--- config.mk ---
export PLATFORM = sky130hd
export DESIGN_NAME = restador_bcd_serial
export DESIGN_NICKNAME = d
export VERILOG_FILES = /design/src/rtl/restador_bcd_serial_pkg.sv /design/src/rtl/restador_digito_bcd.sv /design/src/rtl/restador_bcd_serial.sv
export SDC_FILE = /design/constraint.sdc
export NUM_CORES = 1
export LEC_CHECK = 0
export CAP_MARGIN = 20
export CORE_MARGIN = 1
export CORE_UTILIZATION = 40
export CTS_BUF_LIST = sky130_fd_sc_hd__clkbuf_8
export DETAILED_ROUTE_END_ITERATION = 10
export PLACE_DENSITY = 0.68
export SETUP_SLACK_MARGIN = 0.02
export SLEW_MARGIN = 10
export SYNTH_ARGS = -nofsm -noshare
export SYNTH_HDL_FRONTEND = slang
export SYNTH_HIERARCHICAL = 1
export SYNTH_SLANG_ARGS = --single-unit
export TNS_END_PERCENT = 5
--- constraint.sdc ---
create_clock -name clk -period 5.2 [get_ports clk]
set_clock_uncertainty 0.05 [all_clocks]
set_input_delay 1.04 -clock clk [delete_from_list [all_inputs] [get_ports clk]]
set_output_delay 1.04 -clock clk [all_outputs]
set_load 0.005 [all_outputs]
--- src/rtl/restador_bcd_serial_pkg.sv ---
// rtl/restador_bcd_serial_pkg.sv - shared constants and FSM states for the serial BCD subtractor
// Contents: BCD digit width, decimal radix, largest legal digit, FSM state enum,
//           and a digit validity helper.
package restador_bcd_serial_pkg;

  localparam int              BCD_W    = 4;
  localparam logic [BCD_W-1:0] BCD_DIEZ = 4'd10;
  localparam logic [BCD_W-1:0] BCD_MAX  = 4'd9;

  typedef enum logic [1:0] {
    IDLE  = 2'd0,
    RESTA = 2'd1,
    COMPL = 2'd2,
    FIN   = 2'd3
  } estado_t;

  function automatic logic digito_invalido(input logic [BCD_W-1:0] d);
    return d > BCD_MAX;
  endfunction

endpackage

--- src/rtl/restador_digito_bcd.sv ---
// rtl/restador_digito_bcd.sv - combinational one-digit BCD subtract with borrow correction
// Ports: a, b        - BCD digits (a - b)
//        borrow_in   - incoming borrow
//        d           - corrected result digit
//        borrow_out  - 1 when the raw difference went negative
module restador_digito_bcd
  import restador_bcd_serial_pkg::*;
(
  input  logic [BCD_W-1:0] a,
  input  logic [BCD_W-1:0] b,
  input  logic             borrow_in,
  output logic [BCD_W-1:0] d,
  output logic             borrow_out
);

  logic [BCD_W:0] diff;

  always_comb begin
    // One extra bit acts as the sign of a 5-bit two's complement difference.
    diff       = {1'b0, a} - {1'b0, b} - {{BCD_W{1'b0}}, borrow_in};
    borrow_out = diff[BCD_W];
    // Adding ten modulo 16 to the low nibble yields the decimal digit.
    d          = diff[BCD_W-1:0] + (diff[BCD_W] ? BCD_DIEZ : '0);
  end

endmodule

--- src/rtl/restador_bcd_serial.sv ---
// rtl/restador_bcd_serial.sv - digit-serial BCD subtractor returning sign and magnitude
// Ports: clk, rst (async, active-high)
//        start     - begin an operation (only honoured in IDLE)
//        A, B      - packed BCD operands, digit 0 in bits [3:0]
//        busy      - operation in progress
//        done      - one-cycle result-valid pulse
//        Y         - |A-B| in packed BCD
//        negativo  - 1 when A<B
//        error     - operand held a digit greater than 9
module restador_bcd_serial
  import restador_bcd_serial_pkg::*;
#(
  parameter int DIGITOS = 3
) (
  input  logic                     clk,
  input  logic                     rst,
  input  logic                     start,
  input  logic [BCD_W*DIGITOS-1:0] A,
  input  logic [BCD_W*DIGITOS-1:0] B,
  output logic                     busy,
  output logic                     done,
  output logic [BCD_W*DIGITOS-1:0] Y,
  output logic                     negativo,
  output logic                     error
);

  localparam int                 W      = BCD_W * DIGITOS;
  localparam int                 IDX_W  = 4;
  localparam logic [IDX_W-1:0]   ULTIMO = IDX_W'(DIGITOS - 1);

  estado_t          state_q, state_d;
  logic [W-1:0]     a_q, a_d, b_q, b_d, r_q, r_d, y_q, y_d;
  logic [IDX_W-1:0] idx_q, idx_d;
  logic             borrow_q, borrow_d;
  logic             err_q, err_d, neg_q, neg_d;
  logic             negativo_q, negativo_d, error_q, error_d, done_q, done_d;

  logic [BCD_W-1:0] op_a, op_b, dig_d;
  logic             dig_borrow;
  logic             entrada_invalida;

  // In COMPL the stored result is subtracted from zero (ten's complement).
  always_comb begin
    op_a = '0;
    op_b = '0;
    for (int i = 0; i < DIGITOS; i++) begin
      if (idx_q == IDX_W'(i)) begin
        op_a = (state_q == COMPL) ? '0 : a_q[i*BCD_W +: BCD_W];
        op_b = (state_q == COMPL) ? r_q[i*BCD_W +: BCD_W] : b_q[i*BCD_W +: BCD_W];
      end
    end
  end

  restador_digito_bcd u_digito (
    .a          (op_a),
    .b          (op_b),
    .borrow_in  (borrow_q),
    .d          (dig_d),
    .borrow_out (dig_borrow)
  );

  always_comb begin
    entrada_invalida = 1'b0;
    for (int i = 0; i < DIGITOS; i++) begin
      if (digito_invalido(A[i*BCD_W +: BCD_W]) || digito_invalido(B[i*BCD_W +: BCD_W]))
        entrada_invalida = 1'b1;
    end
  end

  always_comb begin
    state_d    = state_q;
    a_d        = a_q;
    b_d        = b_q;
    r_d        = r_q;
    idx_d      = idx_q;
    borrow_d   = borrow_q;
    err_d      = err_q;
    neg_d      = neg_q;
    y_d        = y_q;
    negativo_d = negativo_q;
    error_d    = error_q;
    done_d     = 1'b0;

    case (state_q)
      IDLE: begin
        if (start) begin
          a_d      = A;
          b_d      = B;
          r_d      = '0;
          idx_d    = '0;
          borrow_d = 1'b0;
          neg_d    = 1'b0;
          err_d    = entrada_invalida;
          state_d  = entrada_invalida ? FIN : RESTA;
        end
      end
      RESTA, COMPL: begin
        for (int i = 0; i < DIGITOS; i++) begin
          if (idx_q == IDX_W'(i)) r_d[i*BCD_W +: BCD_W] = dig_d;
        end
        borrow_d = dig_borrow;
        idx_d    = idx_q + 1'b1;
        if (idx_q == ULTIMO) begin
          idx_d = '0;
          if (state_q == COMPL) begin
            neg_d   = 1'b1;
            state_d = FIN;
          end else if (dig_borrow) begin
            // A<B: the digits hold the ten's complement of |A-B|.
            borrow_d = 1'b0;
            state_d  = COMPL;
          end else begin
            state_d = FIN;
          end
        end
      end
      FIN: begin
        done_d     = 1'b1;
        y_d        = err_q ? '0 : r_q;
        negativo_d = err_q ? 1'b0 : neg_q;
        error_d    = err_q;
        state_d    = IDLE;
      end
      default: state_d = IDLE;
    endcase
  end

  always_ff @(posedge clk or posedge rst) begin
    if (rst) begin
      state_q    <= IDLE;
      a_q        <= '0;
      b_q        <= '0;
      r_q        <= '0;
      idx_q      <= '0;
      borrow_q   <= 1'b0;
      err_q      <= 1'b0;
      neg_q      <= 1'b0;
      y_q        <= '0;
      negativo_q <= 1'b0;
      error_q    <= 1'b0;
      done_q     <= 1'b0;
    end else begin
      state_q    <= state_d;
      a_q        <= a_d;
      b_q        <= b_d;
      r_q        <= r_d;
      idx_q      <= idx_d;
      borrow_q   <= borrow_d;
      err_q      <= err_d;
      neg_q      <= neg_d;
      y_q        <= y_d;
      negativo_q <= negativo_d;
      error_q    <= error_d;
      done_q     <= done_d;
    end
  end

  assign busy     = (state_q == RESTA) || (state_q == COMPL);
  assign done     = done_q;
  assign Y        = y_q;
  assign negativo = negativo_q;
  assign error    = error_q;

endmodule

==> flow_metrics.env <==
export IMPL_ys_ff_latch=60
export IMPL_hold_path_cell_count=2
export IMPL_port_buffers=42
export IMPL_setup_tns_ns=0
export IMPL_holdPathEnd="borrow_q"
export IMPL_fp_row_count=32
export IMPL_slew_viol_final=0
export IMPL_async_flop_share=1.00
export IMPL_ys_types=45
export IMPL_grt_pass1_vias=2201
export IMPL_clkSinkCount=60
export IMPL_dpl_instance_area_sq_um=3620
export IMPL_vias=2285
export IMPL_hpwl_um=4780
export IMPL_grt_ovfl_total=0
export IMPL_seq_area_frac_synth=0.471
export IMPL_num_antenna_cells=0
export IMPL_synth_most_common_cell="dfrtp_1"
export IMPL_start_kind="flop"
export IMPL_die_y_um=91.3
export IMPL_ctsLongestPathBuffers=2
export IMPL_cp_common_cell="ha_1"
export IMPL_drtIter0Drc=142
export IMPL_area_growth_syn_to_layout_pct=19.1
export IMPL_gp_congestion=0.859
export IMPL_die_w_um=91.3
export IMPL_start_util=0.413
export IMPL_cts_root_buf="clkbuf_8"
export IMPL_cp_arrival_ns=4.52
export IMPL_ys_top_cells_by_count="60 x dfrtp_1, 31 x nand2_1, 25 x mux2_2, 25 x o21ai_0, 24 x inv_1"
export IMPL_io_pins=43
export IMPL_cts_resized=0
export IMPL_clk_pin_slew_ns=0.06
export IMPL_synthTopCellsByArea="dfrtp_1 47%, mux2_2 8.8%, ha_1 4.3%"
export IMPL_htree_levels=3
export IMPL_detail_route_antenna_nets=0
export IMPL_wl_um=6480
export IMPL_setup_violations=0
export IMPL_netlist_area_leader_share=0.471
export IMPL_nets=374
export IMPL_cts_hold_buffers=0
export IMPL_ys_flop_type="dfrtp_1"
export IMPL_rsz0062_at_grt="false"
export IMPL_post_cts_buffers=0
export IMPL_wl_per_cell_um=14.8
export IMPL_drc=0
export IMPL_path_cells="inv_1 > ha_1 > mux2i_1 > o22ai_1 > nor2_1 > a21oi_1 > inv_1 > fa_1 > fa_1 > nand2b_1 > a21oi_2 > xor2_2 > ha_1 > ha_1 > xor2_1 > xnor2_1 > xnor2_1 > a22oi_1 > o21ai_0"
export IMPL_cts_tree="yes"
export IMPL_synth_nets=338
export IMPL_fmax_mhz=231
export IMPL_yosys_warnings=6
export IMPL_yosys_area_top_type="dfrtp_1"
export IMPL_drive_above_1_share=0.155
export IMPL_synth_area_sq_um=3190
export IMPL_final_cell_area_sq_um=3800
export IMPL_critical_path_max_stage_delay_ns=0.55
export IMPL_die_area_sq_um=8330
export IMPL_r2r_cells=19
export IMPL_required_ns=5.40
export IMPL_track_usage=0.173
export IMPL_syn_inst=298
export IMPL_regToRegEndpoint="r_q[7]"
export IMPL_grt_pass1_wl_um=11000
export IMPL_min_from="borrow_q"
export IMPL_reg2reg_slack_ns=0.88
export IMPL_synth_edff_count=0
export IMPL_hold_viol=0
export IMPL_drv_cap=0
export IMPL_clock_latency_ns=0.34
export IMPL_dr_pass1_iters=4
export IMPL_slew_headroom=0.340
export IMPL_worst_pin_slew_ns=0.987
export IMPL_syn_avg_cell_area_sq_um=10.7
export IMPL_crit_slowest_cell="ha_1"
export IMPL_vias_per_cell=5.22
export IMPL_rr_startpoint="state_q[0]"
export IMPL_coreArea_sq_um=7730
export IMPL_crit_path_max_fanout=11
export IMPL_grt_max_degree=61
export IMPL_hp_class="reg2reg"
export IMPL_fin_crit_sh=0.831
export IMPL_cts_made_buffers=9
export IMPL_antenna_found_initial=0
export IMPL_min_period_ns=4.32
export IMPL_end_kind="flop"
export IMPL_crit_type="reg2reg"
export IMPL_status="completed"
## metrics by stage
stage	hold WS, ns	utilization	instances	worst slack [ns]
floorplan	0.396	-	298	1.19
global placement	0.416	0.469	425	1.02
detailed placement	0.424	0.469	425	0.911
CTS	0.440	0.492	438	0.899
global route	0.474	0.492	438	0.510
finish	0.443	0.492	438	0.877
## cell families (layout without fill, tap and decap cells)
group,Yosys count,after routing,share of synthesized area
compound gates,61,61,0.123
xor+xnor,7,7,0.0216
fa+ha+maj,13,13,0.0557
buf+inv,44,82,0.0702
flops,60,60,0.471
mux,38,38,0.133
simple gates,75,75,0.126
## layout make-up
type | instances | area (sq um)
fillers | 704 | 3930
flip-flops and latches | 60 | 1500
multi-input cells | 194 | 1460
repair buffers | 44 | 435
clock buffers | 10 | 138
well taps | 102 | 128
inverters | 25 | 93.8
clock inverters | 3 | 40.0
## critical path: cells and delay by family (launching register included)
family                     cells  cell delay (ns)
AOI/OAI and AO/OA              5             0.76
xor gates and xnor gates       4             0.77
adders and majority gates      5             1.73
buffers and inverters          2             0.16
DFF                            1             0.39
muxes                          1             0.16
and+or+nand+nor                2             0.23
## placed cells by master, fill, tap and decap left out, types with 4 or more instances in the layout
master and n:
nor2_1 12, nand2_1 31, nor3_1 4, o21ai_0 25
a222oi_1 4, a22o_1 4, a22oi_1 4, inv_1 23
ha_1 11, o22ai_1 5, a21oi_1 7, dfrtp_1 60
mux2i_1 12, clkdlybuf4s50_1 42, nand3b_1 4, nand3_1 8
mux2_2 25, clkbuf_8 10
## how the worst max path moves through the flow
stage | startpoint | cells after the start | endpoint | slack [ns]
final | state_q[0] | 19 | r_q[7] | 0.88
after global routing | state_q[0] | 19 | r_q[7] | 0.51
after CTS | state_q[0] | 19 | r_q[7] | 0.90
after detailed placement | state_q[0] | 19 | r_q[7] | 0.91
after global placement | state_q[0] | 19 | r_q[7] | 1.02
after floorplan | idx_q[3] | 19 | r_q[7] | 1.19
## registers in the layout (all words and copies together), names as in the netlist
| register | cells |
|---|---|
| Y | 12 |
| a_q | 12 |
| b_q | 12 |
| borrow_q | 1 |
| done | 1 |
| err_q | 1 |
| error | 1 |
| idx_q | 4 |
| neg_q | 1 |
| negativo | 1 |
| r_q | 12 |
| state_q | 2 |
## per-layer routing
layer | vias up | track usage | routed length, um
li1 | 1105 | - | -
met1 | 1114 | 0.234 | 3060
met2 | 60 | 0.263 | 3040
met3 | 6 | 0.0444 | 295
met4 | 0 | 0.0754 | 94
met5 | - | 0 | 0
Power is left out: the tool's default activity adds up to more than one toggle a clock period on the data nets, which glitch-free logic cannot reach.
